==> src/rtl/rfBlackWidowPkg.sv <==
// rfBlackWidowPkg: shared instruction type, opcode encodings and decode-sequencer
// state type for the RF BlackWidow front end.
package rfBlackWidowPkg;

   localparam int unsigned INSN_W_DEF = 40;
   localparam int unsigned OPC_W      = 8;

   // Opcode occupies the top OPC_W bits of an instruction word
   typedef logic [INSN_W_DEF-1:0] Instruction;

   typedef enum logic [OPC_W-1:0] {
      OP_NOP  = 8'h00,
      OP_ADDI = 8'h13,
      OP_ORI  = 8'h14,
      OP_LDO  = 8'h20,
      OP_CON1 = 8'hC1,
      OP_CON2 = 8'hC2,
      OP_CON3 = 8'hC3
   } opcode_e;

   typedef enum logic [1:0] {
      SEQ_EMPTY,
      SEQ_COLLECT,
      SEQ_ISSUE
   } seq_state_e;

   function automatic logic [OPC_W-1:0] get_opcode(input Instruction insn);
      return insn[INSN_W_DEF-1 -: OPC_W];
   endfunction

   function automatic logic is_con(input logic [OPC_W-1:0] op);
      return (op == OP_CON1) || (op == OP_CON2) || (op == OP_CON3);
   endfunction

endpackage

==> src/rtl/rfblackwidow_con_scan.sv <==
// rfblackwidow_con_scan: combinational postfix scan over a five-word window
// starting at the group head. Reports the CON run length behind the head,
// whether the head itself is an orphan postfix, and whether the group is
// fully known (run saturated or terminated by a queued non-CON word).
module rfblackwidow_con_scan
   import rfBlackWidowPkg::*;
(
   input  logic [4:0][OPC_W-1:0] ops_i,
   input  logic [4:0]            vld_i,
   output logic [1:0]            n_o,
   output logic                  err_o,
   output logic                  complete_o
);

   logic [1:0] n;
   logic       run;
   logic [2:0] nxt;

   // Count the CON run behind the head, then inspect the word just past it
   always_comb begin
      n   = 2'd0;
      run = 1'b1;
      for (int unsigned i = 1; i < 4; i++) begin
         if (run && vld_i[i] && is_con(ops_i[i])) begin
            n = n + 2'd1;
         end else begin
            run = 1'b0;
         end
      end
      err_o = vld_i[0] && is_con(ops_i[0]);
      if (err_o) begin
         n = 2'd0;
      end
      nxt        = 3'(n) + 3'd1;
      n_o        = n;
      complete_o = vld_i[0] &&
                   (err_o || (n == 2'd3) || (vld_i[nxt] && !is_con(ops_i[nxt])));
   end

endmodule

==> src/rtl/rfblackwidow_decode_seq.sv <==
// rfblackwidow_decode_seq: fetch-side instruction queue that assembles a head
// word plus up to three CON postfix words into one decoder group and issues it
// over a valid/ready handshake.
// Optional build macro: RFBW_DECSEQ_PERF_EN adds perf_issue_o / perf_stall_o.
module rfblackwidow_decode_seq
   import rfBlackWidowPkg::*;
#(
   parameter int unsigned DEPTH  = 8,
   parameter int unsigned INSN_W = INSN_W_DEF
) (
   input  logic              clk_i,
   input  logic              rst_ni,
   input  logic              flush_i,
   input  logic              fetch_valid_i,
   input  logic [INSN_W-1:0] fetch_insn_i,
   output logic              fetch_ready_o,
   output logic [INSN_W-1:0] dec_ir_o,
   output logic [INSN_W-1:0] dec_ir1_o,
   output logic [INSN_W-1:0] dec_ir2_o,
   output logic [INSN_W-1:0] dec_ir3_o,
   output logic [2:0]        dec_len_o,
   output logic              dec_err_o,
   output logic              dec_valid_o,
   input  logic              dec_ready_i
`ifdef RFBW_DECSEQ_PERF_EN
   ,
   output logic [31:0]       perf_issue_o,
   output logic [31:0]       perf_stall_o
`endif
);

   localparam int unsigned      PTR_W   = $clog2(DEPTH);
   localparam int unsigned      CNT_W   = PTR_W + 1;
   localparam logic [CNT_W-1:0] DEPTH_C = CNT_W'(DEPTH);

   logic [INSN_W-1:0]     mem_q [DEPTH];
   logic [PTR_W-1:0]      rd_ptr_q, wr_ptr_q, base_ptr;
   logic [CNT_W-1:0]      count_q, count_d, pop_len, avail;
   seq_state_e            state_q;
   logic                  dec_valid_q, dec_err_q;
   logic [2:0]            dec_len_q;
   logic [INSN_W-1:0]     dec_ir_q [4];

   logic                  hs, push, load;
   logic [4:0][OPC_W-1:0] scan_op;
   logic [4:0]            scan_vld;
   logic [1:0]            scan_n;
   logic                  scan_err, scan_complete;
   logic [2:0]            grp_len;
   logic [INSN_W-1:0]     grp_ir [4];

   assign hs            = dec_valid_q && dec_ready_i;
   assign fetch_ready_o = (count_q < DEPTH_C) || hs;
   assign push          = fetch_valid_i && fetch_ready_o && !flush_i;
   assign pop_len       = hs ? CNT_W'(dec_len_q) : '0;
   // Scanning starts past the group leaving this cycle so back-to-back issue works;
   // a word pushed in the same cycle is deliberately not visible to the scan.
   assign base_ptr      = rd_ptr_q + pop_len[PTR_W-1:0];
   assign avail         = count_q - pop_len;
   assign count_d       = avail + CNT_W'(push);
   assign load          = scan_complete &&
                          ((state_q == SEQ_COLLECT) || ((state_q == SEQ_ISSUE) && hs));

   // Five-word lookahead window beginning at the next group head
   always_comb begin
      scan_op  = '0;
      scan_vld = '0;
      for (int unsigned i = 0; i < 5; i++) begin
         scan_op[i]  = get_opcode(Instruction'(mem_q[base_ptr + PTR_W'(i)]));
         scan_vld[i] = CNT_W'(i) < avail;
      end
   end

   rfblackwidow_con_scan u_con_scan (
      .ops_i      (scan_op),
      .vld_i      (scan_vld),
      .n_o        (scan_n),
      .err_o      (scan_err),
      .complete_o (scan_complete)
   );

   // Candidate group words; slots beyond the group length read as zero
   always_comb begin
      grp_len = scan_err ? 3'd1 : (3'(scan_n) + 3'd1);
      grp_ir  = '{default: '0};
      for (int unsigned k = 0; k < 4; k++) begin
         if (3'(k) < grp_len) begin
            grp_ir[k] = mem_q[base_ptr + PTR_W'(k)];
         end
      end
   end

   // Queue storage; reset and flush only move pointers, stale data is harmless
   always_ff @(posedge clk_i) begin
      if (push) begin
         mem_q[wr_ptr_q] <= fetch_insn_i;
      end
   end

   // Pointer/count bookkeeping and issue FSM with registered decoder outputs
   always_ff @(posedge clk_i) begin
      if (!rst_ni) begin
         rd_ptr_q    <= '0;
         wr_ptr_q    <= '0;
         count_q     <= '0;
         state_q     <= SEQ_EMPTY;
         dec_valid_q <= 1'b0;
         dec_len_q   <= 3'd1;
         dec_err_q   <= 1'b0;
         dec_ir_q    <= '{default: '0};
      end else if (flush_i) begin
         rd_ptr_q    <= '0;
         wr_ptr_q    <= '0;
         count_q     <= '0;
         state_q     <= SEQ_EMPTY;
         dec_valid_q <= 1'b0;
      end else begin
         rd_ptr_q <= base_ptr;
         wr_ptr_q <= wr_ptr_q + PTR_W'(push);
         count_q  <= count_d;
         if (load) begin
            state_q     <= SEQ_ISSUE;
            dec_valid_q <= 1'b1;
            dec_ir_q    <= grp_ir;
            dec_len_q   <= grp_len;
            dec_err_q   <= scan_err;
         end else begin
            unique case (state_q)
               SEQ_EMPTY: begin
                  if (push) begin
                     state_q <= SEQ_COLLECT;
                  end
               end
               SEQ_COLLECT: begin
                  state_q <= SEQ_COLLECT;
               end
               SEQ_ISSUE: begin
                  if (hs) begin
                     dec_valid_q <= 1'b0;
                     state_q     <= (count_d == '0) ? SEQ_EMPTY : SEQ_COLLECT;
                  end
               end
               default: begin
                  state_q <= SEQ_EMPTY;
               end
            endcase
         end
      end
   end

   assign dec_ir_o    = dec_ir_q[0];
   assign dec_ir1_o   = dec_ir_q[1];
   assign dec_ir2_o   = dec_ir_q[2];
   assign dec_ir3_o   = dec_ir_q[3];
   assign dec_len_o   = dec_len_q;
   assign dec_err_o   = dec_err_q;
   assign dec_valid_o = dec_valid_q;

`ifdef RFBW_DECSEQ_PERF_EN
   logic [31:0] perf_issue_q, perf_stall_q;

   // Issued-group count and cycles spent waiting on an incomplete group
   always_ff @(posedge clk_i) begin
      if (!rst_ni) begin
         perf_issue_q <= '0;
         perf_stall_q <= '0;
      end else begin
         if (hs && !flush_i) begin
            perf_issue_q <= perf_issue_q + 32'd1;
         end
         if ((state_q == SEQ_COLLECT) && (count_q != '0)) begin
            perf_stall_q <= perf_stall_q + 32'd1;
         end
      end
   end

   assign perf_issue_o = perf_issue_q;
   assign perf_stall_o = perf_stall_q;
`endif

endmodule

==> config.mk <==
export PLATFORM = sky130hd
export DESIGN_NAME = rfblackwidow_decode_seq
export DESIGN_NICKNAME = d
export VERILOG_FILES = /design/src/rtl/rfBlackWidowPkg.sv /design/src/rtl/rfblackwidow_con_scan.sv /design/src/rtl/rfblackwidow_decode_seq.sv
export SDC_FILE = /design/constraint.sdc
export NUM_CORES = 1
export LEC_CHECK = 0
export ABC_AREA = 1
export BUFFER_PORTS_ARGS = -buffer_cell sky130_fd_sc_hd__buf_2
export CAP_MARGIN = 30
export CELL_PAD_IN_SITES_DETAIL_PLACEMENT = 2
export CELL_PAD_IN_SITES_GLOBAL_PLACEMENT = 2
export CORE_ASPECT_RATIO = 0.7
export CORE_MARGIN = 5
export CORE_UTILIZATION = 37
export DETAILED_ROUTE_END_ITERATION = 10
export GPL_ROUTABILITY_DRIVEN = 0
export PLACE_DENSITY = 0.83
export SYNTH_ARGS = -nofsm -noshare
export SYNTH_HDL_FRONTEND = slang
export SYNTH_SLANG_ARGS = --single-unit
==> constraint.sdc <==
create_clock -name clk_i -period 13 [get_ports clk_i]
set_input_delay 2.6 -clock clk_i [delete_from_list [all_inputs] [get_ports clk_i]]
set_output_delay 2.6 -clock clk_i [all_outputs]
set_load 0.03 [all_outputs]
* Word level (Yosys, flattened, before mapping) *
Memories as Yosys holds them, arrays and structs flattened.
Index checks and enable logic that the tools add are counted.
W data, S select, Z words.

word-level totals
  register bits after elaboration = 177
  latch bits = 0
  memory bits (writable) = 320
  ROM bits = 0
  input bits = 45
  output and inout port bits = 166
  logic and storage cells = 124
  memories kept = 1

operators by class
  add/subtract/negate cells = 11
  multipliers = 0
  div/mod/pow operators = 0
  order comparisons = 11
  eq/ne operators = 22
  shift-type cells = 0
  muxes and demuxes = 26
  bitwise gates (word level) = 2
  reductions and logical operators = 39

memories
  memory  depth  bits a word  read ports  clocked after Yosys merged registers in  wr ports  RTL line                       text
  mem_q   8      40           5           0                                        1         rfblackwidow_decode_seq.sv:36  logic [INSN_W-1:0] mem_q [DEPTH];

operator list
  cell                   count
  $mux W40               4
  $eq A8 B8 Y1 const B   15
  $bmux W8 S3            1
  $logic_or A1 B1 Y1     14
  $logic_and A1 B1 Y1    13
  $mux W2                6
  $mux W1                10
  $lt A1 B4 Y1 const A   2
  $lt A2 B4 Y1 const A   2
  $mux W8                1
  $reduce_and A2 Y1      4
  $add A3 B2 Y3 const B  2
  $lt A1 B3 Y1 const A   2
  $lt A2 B3 Y1 const A   2
  $mux W3                2
  $ne A3 B3 Y1 const B   2
  $pmux W2 S3            1
  $add A2 B1 Y2 const B  2
  $add A4 B1 Y4          1
  $eq A2 B2 Y1 const B   2
  $logic_not A4 Y1       1
  $lt A3 B4 Y1 const A   1
  $lt A3 B4 Y1 const B   1
  $lt A4 B4 Y1 const B   1
  other kinds (15)       19

* Depth between registers and ports, before layout *
An unclocked memory read counts as a cell.

  depth after elaboration = 30
  mapped depth = 51
  depth with buffers taken out = 41

* Modules after synthesis *
A second synthesis with hierarchy kept.

second synthesis, totals
  cells, all modules = 3052
  area total of the unflattened synthesis = 25897.3 µm²

modules (own cells, without submodules)
  module                   times used  cells an instance  area an instance (µm²)  sequential area each (µm²)
  rfblackwidow_decode_seq  1           2951               25331.8                 13152.6
  rfblackwidow_con_scan    1           101                565.5                   0.0

* Worst setup path after synthesis *
No wires, ideal clock.

  path kind = input to register
  start = input port dec_ready_i
  end = register dec_ir_q (netlist bit dec_ir2_o[36])
  library setup time = 0.128 ns
  arrival = 9.641 ns
  data required time = 12.872 ns
  slack = 3.231 ns
  cell stages on the path = 50
  path buffers = 12
  path through = nand2_1 nor2_1 ha_1 inv_1 fa_1 buf_2 inv_2 buf_2 buf_2 clkbuf_1 clkbuf_1 clkbuf_1 ha_1 clkbuf_1 inv_1 clkbuf_1 o21ai_0 nand2_1 [... 14 more ...] buf_2 ha_1 clkbuf_1 inv_1 nand3_1 nand2_1 inv_1 nand2_1 nor2_1 nor2_1 nand2_1 nand3_2 nand3_4 buf_6 buf_6 nand2_1 nand2_1 nor2_1

between the ends
  longest elaborated chain between the ends = 29
  elaborated cells between the ends (all ways) = 71
  those cells by class = add/sub: 9; order compare: 6; eq/ne: 16; mux: 13; reduce/logical: 26; memory: 1

ends and longest elaborated chain
  what                                                    RTL line                        text
  from (decl)                                             rfblackwidow_decode_seq.sv:24   input logic dec_ready_i
  $logic_and A1 B1 Y1 *                                   rfblackwidow_decode_seq.sv:52   assign hs = dec_valid_q && dec_ready_i;
  $mux W3 *                                               rfblackwidow_decode_seq.sv:55   assign pop_len = hs ? CNT_W'(dec_len_q) : '0;
  $add A3 B3 Y3 *                                         rfblackwidow_decode_seq.sv:58   assign base_ptr = rd_ptr_q + pop_len[PTR_W-1:0];
  net base_ptr[1]                                         rfblackwidow_decode_seq.sv:37   logic [PTR_W-1:0] rd_ptr_q, wr_ptr_q, base_ptr;
  $add A3 B1 Y3                                           rfblackwidow_decode_seq.sv:69   scan_op[i] = get_opcode(Instruction'(mem_q[base_ptr + PTR_W'(i)]));
  $mem_v2 Z8 W40 *                                        n/a
  branches (longest 24 deep; another with $add A2 B1 Y3)  n/a
  to (signal assigned)                                    rfblackwidow_decode_seq.sv:124  dec_ir_q <= grp_ir;
  to (decl)                                               rfblackwidow_decode_seq.sv:42   logic [INSN_W-1:0] dec_ir_q [4];

Mark *: on every way through the listed nets, which the timed path passes. The select of a mux whose other input is x is not followed.
A chain may end at the register's enable or synchronous reset.

* Worst setup path in the final report *
  start = input port dec_ready_i
  end = register dec_ir_q (netlist bit dec_ir_o[30]), read port of mem_q

between the ends
  longest elaborated chain between the ends = 29
  elaborated cells between the ends (all ways) = 71
  those cells by class = add/sub: 9; order compare: 6; eq/ne: 16; mux: 13; reduce/logical: 26; memory: 1

ends and longest elaborated chain
  what                                                     RTL line
  $logic_and A1 B1 Y1 *                                    rfblackwidow_decode_seq.sv:52
  branches (longest 28 deep; another with $mem_v2 Z8 W40)  n/a

Mark *: on every way between the ends. The select of a mux whose other input is x is not followed.

==> impl_summary.md <==
GRT
The largest net degree at the start of global routing is 156. The first global-routing pass estimated 178000 µm of wire. The via count of the first global-routing pass came to 26549.

The number of antenna violations at the first check in global routing is 26. The combined global-route utilization of all metal layers is 29.8%. For this run the aggregate overflow at the end of global routing stands at 0.

Clock network
Clock tree synthesis inserted a total of 54 buffers. The tree built by TritonCTS fans out to 497 sinks. The CTS tree is built. The root buffer cell chosen for the clock tree is sky130_fd_sc_hd__clkbuf_16. Hold repair after CTS inserted 0 buffers. After clock tree synthesis, the clock-pin slew on the worst setup and hold paths is 0.06 ns.

The maximum clock insertion buffer count is 3. The H-tree generated during clock tree synthesis spans 2 levels. The post-cts repair resize count is 0. After clock tree synthesis, the setup repair step added 0 buffers. At the later pin of the worst-skew pair, clock insertion delay measures 0.63 ns.

Cells and area
The final standard cell count with taps included and fillers excluded is 4660. Cells with a size suffix above 1 make up 11.2% of the layout. The final net count is 3700. Relative to the synthesized area, the layout overhead comes to 13.1%. The top cell types in the final layout, fill and taps aside, are 1038 x sky130_fd_sc_hd__nand2_1, 451 x sky130_fd_sc_hd__o21ai_0, 369 x sky130_fd_sc_hd__inv_1, 320 x sky130_fd_sc_hd__edfxtp_1, 306 x sky130_fd_sc_hd__nor2_1. The most frequent standard cell in the layout excluding fill and tap cells is sky130_fd_sc_hd__nand2_1.

Fill cells in the final layout number 8294.

Placement
The estimated wirelength of the detail-placed design is 81900 µm. At the placement stage, the worst setup path has a slack of 0.356 ns. The post-placement cell count is 4544.

The count of port buffers added during placement is 210.

Power
The maximum resistive drop on vdd is 0.0000869 V. The share of total power in the clock network is 48.4%. The leakage power summed over all cells is 12.9 nW.

The design internal power is 0.00268 W. In this run, flip-flops and latches consume 49.0% of the power. The share of total power dissipated in combinational logic is 2.6%. The areal power density over the cells is 113 nW/µm². The switching fraction of total power is 22.2%.

The analysis attributes to net switching a power of 0.000767 W.

Worst setup path
The cell family contributing the most delay on the critical path is simple AND/OR/NAND/NOR gates. Counting stages on the worst path, the most repeated cell is sky130_fd_sc_hd__nand2_1. The largest single stage delay on the critical path is 0.83 ns. At the worst endpoint, the arrival time is 12.85 ns.

The combined buffer and inverter count along the critical path is 11. The worst setup path is captured at a register. On the critical path, the stage with the largest delay is an instance of sky130_fd_sc_hd__fa_4. The critical path is of the primary input to register type. The required time of the critical path is 13.52 ns. Along the worst path, the maximum fanout reaches 155. The worst setup path is launched from a primary input.

Route
The detailed router finished its first iteration with 2757 violations. The routed via count divided by cell count is 5.70. The final layout contains routed wiring with a total length of 122000 µm. The length of the first detailed-routing pass in iterations is 8. In the routed design, unresolved DRC markers number 0. The post-detailed-route wirelength per cell is 26.2 µm.

The remaining antenna violation count after routing is 0. The routed via count is 26559.

Synth
The net count after synthesis is 3644. Counting flops and latches in the post-synthesis netlist gives 497. The largest area contributor in the netlist is sky130_fd_sc_hd__edfxtp_1. Sorting the synthesized cells by area gives the leading types as sky130_fd_sc_hd__edfxtp_1 36%, sky130_fd_sc_hd__nand2_1 14%, sky130_fd_sc_hd__dfxtp_1 13%. The post-synthesis instance area is 27000 µm². The fraction of synthesis flops using an asynchronous set or reset pin is 0%. The sequential element share of the synthesized area is 48.7%. The count of mapped cells out of synthesis is 3584. Yosys mapped a number of flops with a built-in enable equal to 320. The average instance in the mapped netlist occupies 7.53 µm². Of the post-synthesis cell area, the dominant cell type holds 35.6%. Synthesis instantiated 40 different standard cells from the library. Among all flip-flop cells after synthesis, the most frequent one is sky130_fd_sc_hd__edfxtp_1. The yosys synthesis warning count is 0.

Die
The core outline area is 71900 µm². The standard-cell row count is 82. The initial utilization of the core area, before any placement, comes to 37.5%. Measured along the x axis, the die boundary spans 333 µm. The die outline area is 78500 µm². The number of primary I/O pins is 211.

The die height is 236 µm.

STA
Setup repair after global routing left no endpoint under its margin. The number of max-slew violations in the final report was 0. For the pin with the worst max-slew slack, the measured transition is 1.18 ns. The post-layout minimum cycle time is 12.33 ns.

The number of hold violations in the final report is 0. The setup TNS after final layout is 0 ns. The achievable clock frequency is 0.0811 GHz. The relative max-transition margin is 20.4%. The total setup violations reported at the end of the flow is 0. The minimum setup slack in the final design is 0.670 ns.

The worst hold margin is 0.466 ns. Across the routed clock network, the largest skew measured is 0.0296 ns. The portion of the clock cycle consumed by the worst path in the final layout is 94.8%.

Min path
The tightest min-delay check is of the register to register type.

Status
The run finished with clean final reports.

Flow run
The max-capacitance violation count is 0.
[routing by layer]
layer  wire length, µm  part of all wire [%]  global-route usage [%]  vias to the layer above
li1                  -                     -                       -                    11934
met1             55600                    46                    43.6                    13387
met2             50400                    41                    43.1                     1052
met3             13900                    11                    10.2                      170
met4              2120                   1.7                    5.72                       16
met5               101                 0.083                       0                        -
[area by class of cell]
class | count | area (µm²) | area share [%]
Antenna cell | 8 | 20.0 | 0.0656
Multi-Input combinational cell | 2426 | 11300 | 37.0
Clock inverter | 30 | 349 | 1.14
Inverter | 396 | 1500 | 4.91
Timing Repair Buffer | 265 | 1470 | 4.81
Tap cell | 966 | 1210 | 3.96
Sequential cell | 497 | 13200 | 43.1
Clock buffer | 72 | 1520 | 4.99
[per-stage QoR]
step                util, %  power [W]  cell area, µm²
finish                 42.4    0.00345           30500
CTS                    42.4    0.00347           30500
global placement       39.7    0.00181           28600
floorplan                 -    0.00176           27000
detailed placement     39.8    0.00181           28600
global route           42.4    0.00354           30500
[cell families (layout without fill, tap and decap cells)]
kind of cell	after synthesis	after routing	synth area share, %
other	0	8	0
buffers and inverters	661	763	9.83
flip-flops	497	497	48.7
AO/OA/AOI/OAI	729	729	14.5
AND/OR/NAND/NOR	1659	1659	25.3
adder cells (fa/ha/maj)	15	15	0.751
XOR/XNOR	3	3	0.0974
multiplexers	20	20	0.742
[power by group through the flow]
| stage | registers (W) | logic (W) | clock network, W |
|---|---|---|---|
| 6_report | 0.00169 | 0.0000899 | 0.00167 |
| 5_1_grt | 0.00169 | 0.0000961 | 0.00176 |
| 4_1_cts | 0.00169 | 0.0000871 | 0.00169 |
| 3_3_place_gp | 0.00172 | 0.0000833 | 0 |
| 3_5_place_dp | 0.00172 | 0.0000862 | 0 |
| 2_1_floorplan | 0.00172 | 0.0000389 | 0 |
[sequential cells by signal (all words and copies together) (netlist names), 3 cells and up]
| register | flops |
|---|---|
| dec_ir_o | 40 |
| count_q | 4 |
| dec_len_o | 3 |
| rd_ptr_q | 3 |
| dec_ir1_o | 40 |
| dec_ir3_o | 40 |
| wr_ptr_q | 3 |
| dec_ir2_o | 40 |
| mem_q | 320 |
[worst register-to-register path: cells and delay by family, from the launching register on]
kind | cells | cell delay (ns)
and+or+nand+nor | 20 | 4.16
AOI/OAI and AO/OA | 3 | 0.99
adders and majority gates | 5 | 2.66
DFF | 1 | 0.42
buffers and inverters | 10 | 2.40
[worst paths after layout]
check | start | to | slack [ns] | cells past startpoint
setup reg to reg | dec_valid_o | dec_ir_o[30] | 2.28 | 38
hold reg to reg | dec_ir3_o[1] | dec_ir3_o[1] | 0.47 | 2
setup / recovery | dec_ready_i | dec_ir_o[30] | 0.67 | 39
hold / removal | dec_ir3_o[1] | dec_ir3_o[1] | 0.47 | 2
[Yosys cell counts (5+ instances only)]
cell type / n
sky130_fd_sc_hd__o21ai_1: 45
sky130_fd_sc_hd__o22ai_1: 37
sky130_fd_sc_hd__clkbuf_1: 184
sky130_fd_sc_hd__nand4_1: 124
sky130_fd_sc_hd__edfxtp_1: 320
sky130_fd_sc_hd__buf_6: 13
sky130_fd_sc_hd__a31oi_1: 18
sky130_fd_sc_hd__o21ai_0: 451
sky130_fd_sc_hd__ha_1: 13
sky130_fd_sc_hd__inv_1: 371
sky130_fd_sc_hd__buf_2: 47
sky130_fd_sc_hd__buf_1: 17
sky130_fd_sc_hd__nor3_1: 7
sky130_fd_sc_hd__a211oi_1: 18
sky130_fd_sc_hd__nor2_1: 314
sky130_fd_sc_hd__o211ai_1: 55
sky130_fd_sc_hd__dfxtp_1: 177
sky130_fd_sc_hd__nand2_1: 1040
sky130_fd_sc_hd__mux2i_1: 20
sky130_fd_sc_hd__or2_2: 15
sky130_fd_sc_hd__clkinv_1: 5
sky130_fd_sc_hd__a21oi_1: 100
sky130_fd_sc_hd__nand3_1: 138
sky130_fd_sc_hd__inv_2: 20
(Power assumes the default switching activity.)
